`src/rtl/mem_port_arbiter.sv`:
```
// mem_port_arbiter: shares one single-port memory bus between the instruction
// fetch requester and the data (load/store) requester. MEM has strict priority.
// Every transaction is bounded by a timeout so the pipeline can never hang.
module mem_port_arbiter #(
   parameter int unsigned ADDR_W      = 32,
   parameter int unsigned DATA_W      = 32,
   parameter int unsigned TIMEOUT_CYC = 255
) (
   input  logic                clk,
   input  logic                rst,
   input  logic                if_req,
   input  logic [ADDR_W-1:0]   if_addr,
   output logic [DATA_W-1:0]   if_rdata,
   output logic                if_ack,
   output logic                if_stallreq,
   input  logic                mem_req,
   input  logic                mem_we,
   input  logic [DATA_W/8-1:0] mem_sel,
   input  logic [ADDR_W-1:0]   mem_addr,
   input  logic [DATA_W-1:0]   mem_wdata,
   output logic [DATA_W-1:0]   mem_rdata,
   output logic                mem_ack,
   output logic                mem_stallreq,
   output logic                bus_req,
   output logic                bus_we,
   output logic [DATA_W/8-1:0] bus_sel,
   output logic [ADDR_W-1:0]   bus_addr,
   output logic [DATA_W-1:0]   bus_wdata,
   input  logic [DATA_W-1:0]   bus_rdata,
   input  logic                bus_ack,
   output logic                err
);

   localparam int unsigned SEL_W = DATA_W / 8;
   localparam int unsigned CNT_W = $clog2(TIMEOUT_CYC + 1);
   localparam logic [CNT_W-1:0] CNT_MAX   = CNT_W'(TIMEOUT_CYC);
   localparam logic [CNT_W-1:0] CNT_ABORT = CNT_W'(TIMEOUT_CYC - 1);

   typedef enum logic [1:0] {
      IDLE     = 2'd0,
      IF_BUSY  = 2'd1,
      MEM_BUSY = 2'd2
   } state_t;

   state_t              state_q, state_d;
   logic                bus_req_q, bus_req_d;
   logic                bus_we_q, bus_we_d;
   logic [SEL_W-1:0]    bus_sel_q, bus_sel_d;
   logic [ADDR_W-1:0]   bus_addr_q, bus_addr_d;
   logic [DATA_W-1:0]   bus_wdata_q, bus_wdata_d;
   logic [CNT_W-1:0]    cnt_q, cnt_d;
   // keep_q: owner has held its request continuously since the grant
   logic                keep_q, keep_d;
   logic                if_ack_q, if_ack_d;
   logic                mem_ack_q, mem_ack_d;
   logic [DATA_W-1:0]   if_rdata_q, if_rdata_d;
   logic [DATA_W-1:0]   mem_rdata_q, mem_rdata_d;
   logic                err_q, err_d;

   // Next-state and registered-output logic
   always_comb begin
      state_d     = state_q;
      bus_req_d   = bus_req_q;
      bus_we_d    = bus_we_q;
      bus_sel_d   = bus_sel_q;
      bus_addr_d  = bus_addr_q;
      bus_wdata_d = bus_wdata_q;
      cnt_d       = '0;
      keep_d      = keep_q;
      if_ack_d    = 1'b0;
      mem_ack_d   = 1'b0;
      if_rdata_d  = if_rdata_q;
      mem_rdata_d = mem_rdata_q;
      err_d       = 1'b0;

      case (state_q)
         IDLE: begin
            // A requester whose ack is pulsing now still shows its old request;
            // it is not eligible this cycle (this is the turnaround cycle).
            if (mem_req && !mem_ack_q) begin
               state_d     = MEM_BUSY;
               bus_req_d   = 1'b1;
               bus_we_d    = mem_we;
               bus_sel_d   = mem_sel;
               bus_addr_d  = mem_addr;
               bus_wdata_d = mem_wdata;
               keep_d      = 1'b1;
            end else if (if_req && !if_ack_q) begin
               state_d     = IF_BUSY;
               bus_req_d   = 1'b1;
               bus_we_d    = 1'b0;
               bus_sel_d   = '1;
               bus_addr_d  = if_addr;
               bus_wdata_d = '0;
               keep_d      = 1'b1;
            end
         end

         IF_BUSY: begin
            if (bus_ack) begin
               state_d   = IDLE;
               bus_req_d = 1'b0;
               if (keep_q && if_req) begin
                  if_ack_d   = 1'b1;
                  if_rdata_d = bus_rdata;
               end
            end else if (cnt_q == CNT_ABORT) begin
               state_d   = IDLE;
               bus_req_d = 1'b0;
               err_d     = 1'b1;
               if (keep_q && if_req) begin
                  if_ack_d   = 1'b1;
                  if_rdata_d = '0;
               end
            end else begin
               cnt_d  = (cnt_q == CNT_MAX) ? cnt_q : cnt_q + CNT_W'(1);
               keep_d = keep_q & if_req;
            end
         end

         MEM_BUSY: begin
            if (bus_ack) begin
               state_d   = IDLE;
               bus_req_d = 1'b0;
               if (keep_q && mem_req) begin
                  mem_ack_d   = 1'b1;
                  mem_rdata_d = bus_we_q ? '0 : bus_rdata;
               end
            end else if (cnt_q == CNT_ABORT) begin
               state_d   = IDLE;
               bus_req_d = 1'b0;
               err_d     = 1'b1;
               if (keep_q && mem_req) begin
                  mem_ack_d   = 1'b1;
                  mem_rdata_d = '0;
               end
            end else begin
               cnt_d  = (cnt_q == CNT_MAX) ? cnt_q : cnt_q + CNT_W'(1);
               keep_d = keep_q & mem_req;
            end
         end

         default: begin
            state_d   = IDLE;
            bus_req_d = 1'b0;
         end
      endcase
   end

   // State and output registers, cleared asynchronously
   always_ff @(posedge clk or negedge rst) begin
      if (!rst) begin
         state_q     <= IDLE;
         bus_req_q   <= 1'b0;
         bus_we_q    <= 1'b0;
         bus_sel_q   <= '0;
         bus_addr_q  <= '0;
         bus_wdata_q <= '0;
         cnt_q       <= '0;
         keep_q      <= 1'b0;
         if_ack_q    <= 1'b0;
         mem_ack_q   <= 1'b0;
         if_rdata_q  <= '0;
         mem_rdata_q <= '0;
         err_q       <= 1'b0;
      end else begin
         state_q     <= state_d;
         bus_req_q   <= bus_req_d;
         bus_we_q    <= bus_we_d;
         bus_sel_q   <= bus_sel_d;
         bus_addr_q  <= bus_addr_d;
         bus_wdata_q <= bus_wdata_d;
         cnt_q       <= cnt_d;
         keep_q      <= keep_d;
         if_ack_q    <= if_ack_d;
         mem_ack_q   <= mem_ack_d;
         if_rdata_q  <= if_rdata_d;
         mem_rdata_q <= mem_rdata_d;
         err_q       <= err_d;
      end
   end

   // Stall requests: combinational from request and the registered ack;
   // forced low while reset is asserted so every output reads 0.
   always_comb begin
      if_stallreq  = rst & if_req  & ~if_ack_q;
      mem_stallreq = rst & mem_req & ~mem_ack_q;
   end

   assign if_rdata  = if_rdata_q;
   assign if_ack    = if_ack_q;
   assign mem_rdata = mem_rdata_q;
   assign mem_ack   = mem_ack_q;
   assign bus_req   = bus_req_q;
   assign bus_we    = bus_we_q;
   assign bus_sel   = bus_sel_q;
   assign bus_addr  = bus_addr_q;
   assign bus_wdata = bus_wdata_q;
   assign err       = err_q;

endmodule

```
`config.mk`:
```
export PLATFORM = sky130hd
export DESIGN_NAME = mem_port_arbiter
export DESIGN_NICKNAME = d
export VERILOG_FILES = /design/src/rtl/mem_port_arbiter.sv
export SDC_FILE = /design/constraint.sdc
export NUM_CORES = 1
export LEC_CHECK = 0
export ABC_AREA = 0
export ABC_CLOCK_PERIOD_IN_PS = 2200
export BUFFER_PORTS_ARGS = -buffer_cell sky130_fd_sc_hd__buf_2
export CAP_MARGIN = 20
export CELL_PAD_IN_SITES_DETAIL_PLACEMENT = 1
export CELL_PAD_IN_SITES_GLOBAL_PLACEMENT = 1
export CORE_MARGIN = 3
export CORE_UTILIZATION = 37
export DETAILED_ROUTE_END_ITERATION = 12
export PLACE_DENSITY_LB_ADDON = 0.1
export SETUP_SLACK_MARGIN = 0.1
export SLEW_MARGIN = 25
export SYNTH_ARGS = -nofsm -noshare
export SYNTH_HDL_FRONTEND = slang
export SYNTH_SLANG_ARGS = --single-unit
```
`constraint.sdc`:
```
create_clock -name clk -period 2.2 [get_ports clk]
set_input_delay 0.11 -clock clk [delete_from_list [all_inputs] [get_ports clk]]
set_output_delay 0.11 -clock clk [all_outputs]
set_load 0.05 [all_outputs]
```
==> summary.txt <==
Status
  • Status: completed

Die
  • I/O pins: ~280
  • Placeable Area: roughly 17000 µm²
  • Starting Density: a little under two fifths
  • Rows: 48
  • Die area: 19500 µm²
  • Die X: 140 µm
  • Chip height: roughly 140 µm

STA
  • Hold Slack: 0.0280 ns
  • Final worst path period share: 85.8%
  • TNS Setup: 0 ns
  • Max transition margin: between 50% and 60%
  • Finish-stage setup viols: 0
  • Post-layout minimum cycle time: roughly 1.9 ns
  • Clock Skews: roughly 0.0096 ns
  • Worst-Margin Slew: between 0.7 and 0.8 ns
  • Maximum operating frequency: about 0.53 GHz
  • RSZ-0062 raised after global routing: false
  • Max Slew Vio Count: 0
  • Hold Fails Final Rpt: 0

Drt
  • Initial DRC count: ~190
  • Via density: 4.89
  • WL/cell: approximately 19 µm
  • DR pass1 iterations: 4
  • DR vias: 5750
  • Antenna-violating nets left: 0
  • WL final: about 22000 µm
  • Number of remaining DRC errors: 0

Yosys
  • Mapped Nets: roughly 690
  • Complex-gate fraction of the synthesized area: between 10% and 20%
  • Ys Warns: 0
  • Register area share after synthesis: between 50% and 60%
  • Main combinational cell family by area after synthesis: simple AND/OR/NAND/NOR gates
  • Simple-gate area share of the yosys netlist: between 10% and 20%
  • Adder-cell share of the synthesized area: 0.948%
  • Post-synthesis cell count: between 500 and 600
  • Synthesized cell area: 6600 µm²
  • Syn avg cell area: 12.0 µm²
  • Post-synthesis register bit count: 148
  • Distinct cells, synth: 37
  • XOR/XNOR Fraction of Synth Area: less than 1%
  • Multiplexer share of the synthesized area: around 15%

Clock tree
  • # resized after CTS: 0
  • Worst-path clk slew: about 0.060 ns
  • H-Tree Depth: 4
  • Cts bufs inserted: 17
  • Clock Sinks: 148
  • CTS tree: built
  • Root Buffer Master: clkbuf_16
  • Worst-skew pair later-pin latency: ~0.42 ns
  • Max Root-Sink Buffers: 2

Global route
  • GRT Overall Usage: roughly 23%
  • Met2 GRT Util: between 40 and 50%
  • Met1 usage: 25.5%
  • Global-route wire length before repair: between 30000 and 40000 µm
  • Largest net degree at the start of global routing: between 60 and 70
  • GR Layer Usage met3: ~5.4%
  • GRT overflow: 0
  • GRT Max-Usage Layer: met2
  • Initial antenna violation count: 2
  • Number of global-route vias before repair: 6635

Final layout
  • P&R area growth vs syn: 51.6%
  • Design area: 10000 µm²
  • Share of cells above drive strength 1: between 40% and 50%
  • Final net count: about 1100
  • Commonest non-fill, non-tap cells in the layout: 275 x buf_2, 148 x dfrtp_1, 102 x dlygate4sd3_1
  • Commonest non-fill, non-tap cell in the layout: buf_2
  • Non-Filler Instances: 1175

Setup path
  • Crit Path Class: flip-flop to flip-flop
  • Worst setup SP type: flip-flop
  • Critical path buffers and inverters: 2
  • CP required: about 2.5 ns
  • Worst-case reg-to-reg path depth: 7
  • Critical Path Fanout Max: 5
  • Cell family with most CP delay: flip-flops
  • Critical Path AT: ~2.2 ns
  • Crit path max-delay cell type: dfrtp_1
  • CP Capture Type: flip-flop
  • Critical Path Stages: 7
  • CP peak stage delay: ~0.42 ns
  • Critical path cell sequence: inv_1 -> ha_1 -> and3_1 -> a21o_4 -> nand4_4 -> buf_4 -> mux2_4

Power and ir drop
  • P_leak: ~5.3 nW
  • Total power: roughly 17 mW
  • PD cells: between 1500 and 2000 nW/µm²
  • VDD IR max: 0.000951 V

Place
  • PortBufs: 276
  • Hpwl dp: 14400 µm
  • Final RePlAce weighted congestion: a little under 0.8
  • Placed cell count: slightly above 1000
  • Placed cell area: 8280 µm²

Worst hold path
  • Hold/Removal Path Class: input pin to flip-flop
  • Hold Path Depth: 3

Flow run
  • Max-cap violations: 0
[state kept, by name, summed over array words and instances, names as in the netlist, 2 cells and up]
signal and count:
if_rdata 32, bus_sel 4, mem_rdata 32, bus_addr 32, state_q 2, bus_wdata 32, cnt_q 8
[metal layers]
metal	part of all wire, %	vias to the layer above
li1	-	2655
met1	39	2836
met2	52	209
met3	4.9	50
met4	3.5	0
met5	0	-
[worst reg2reg max path: stages (launching register included)]
cell	delay, ns
dfrtp_1	0.42
inv_1	0.06
ha_1	0.18
and3_1	0.20
a21o_4	0.26
nand4_4	0.13
buf_4	0.21
mux2_4	0.32
[Yosys cell counts]
cell | count | area share (%)
a2111oi_0 | 1 | 0.13
a211oi_1 | 2 | 0.23
a21o_1 | 1 | 0.11
a21o_4 | 1 | 0.23
a21oi_1 | 7 | 0.53
a22o_1 | 33 | 4.4
a22oi_1 | 1 | 0.11
a31oi_1 | 35 | 3.3
and2_1 | 34 | 3.2
and3_1 | 2 | 0.19
and4_1 | 1 | 0.13
buf_1 | 1 | 0.057
buf_2 | 7 | 0.53
buf_4 | 1 | 0.11
buf_6 | 6 | 1.0
clkbuf_1 | 21 | 1.2
dfrtp_1 | 148 | 56
ha_1 | 5 | 0.95
inv_1 | 8 | 0.45
mux2_2 | 7 | 1.2
mux2_4 | 58 | 13
mux2i_1 | 1 | 0.15
nand2_1 | 71 | 4.0
nand2b_1 | 3 | 0.28
nand3_1 | 1 | 0.076
nand3b_1 | 1 | 0.11
nand4_1 | 1 | 0.095
nand4_4 | 2 | 0.64
nor2_1 | 41 | 2.3
nor2b_1 | 34 | 3.2
nor3_1 | 2 | 0.15
nor3b_1 | 1 | 0.11
o21a_1 | 1 | 0.11
o21ai_0 | 2 | 0.15
o22a_1 | 4 | 0.53
o22ai_1 | 2 | 0.19
xnor2_1 | 3 | 0.40
[path summary, 6_finish.rpt]
| kind | slack (ns) | to | start |
|---|---|---|---|
| hold reg to reg | 0.51 | mem_rdata[21] | mem_rdata[21] |
| max in group asynchronous | 1.17 | bus_addr[29] | rst |
| setup reg to reg | 0.31 | if_rdata[25] | cnt_q[0] |
| hold / removal | 0.03 | err | bus_ack |
| setup / recovery | 0.31 | if_rdata[25] | cnt_q[0] |
| min in group asynchronous | 0.08 | bus_req | rst |
[power by group]
| part | total, mW | switching (mW) | internal, mW |
|---|---|---|---|
| Combinational | 8.90 | 6.35 | 2.55 |
| Clock | 3.20 | 1.16 | 2.04 |
| Sequential | 4.75 | 0.787 | 3.97 |
| Total | 16.9 | 8.29 | 8.56 |
[per-stage QoR]
stage / utilization, % / setup slack (ns)
2_1_floorplan: - / 0.379
3_3_place_gp: 47.7 / 0.223
3_5_place_dp: 47.7 / 0.143
4_1_cts: 57.3 / 0.123
5_1_grt: 57.7 / 0.208
6_report: 57.7 / 0.313
[area by class of cell]
type / instances / area [µm²]
fill: 1870 / 7350
antenna: 2 / 5.00
inverter: 8 / 30.0
clock buffer: 19 / 443
multi-input combinational: 358 / 2690
timing repair buffer: 402 / 2650
sequential: 148 / 3700
tap: 225 / 282
clock inverter: 13 / 205
[cell families (layout without fill, tap and decap cells)]
logic type | Yosys count | after routing
multiplexers | 66 | 66
other | 0 | 2
XOR/XNOR | 3 | 3
flip-flops | 148 | 148
AO/OA/AOI/OAI | 90 | 90
AND/OR/NAND/NOR | 194 | 194
adder cells (fa/ha/maj) | 5 | 5
buffers and inverters | 44 | 442
[what timing repair did]
action / 4_1_cts / 5_1_grt
hold endpoints to repair: 161 / 0
endpoints found under the setup margin: 0 / 47
hold buffers: 102 / 0
buffers inserted: 0 / 7
Power figures use the tool's default switching activity.
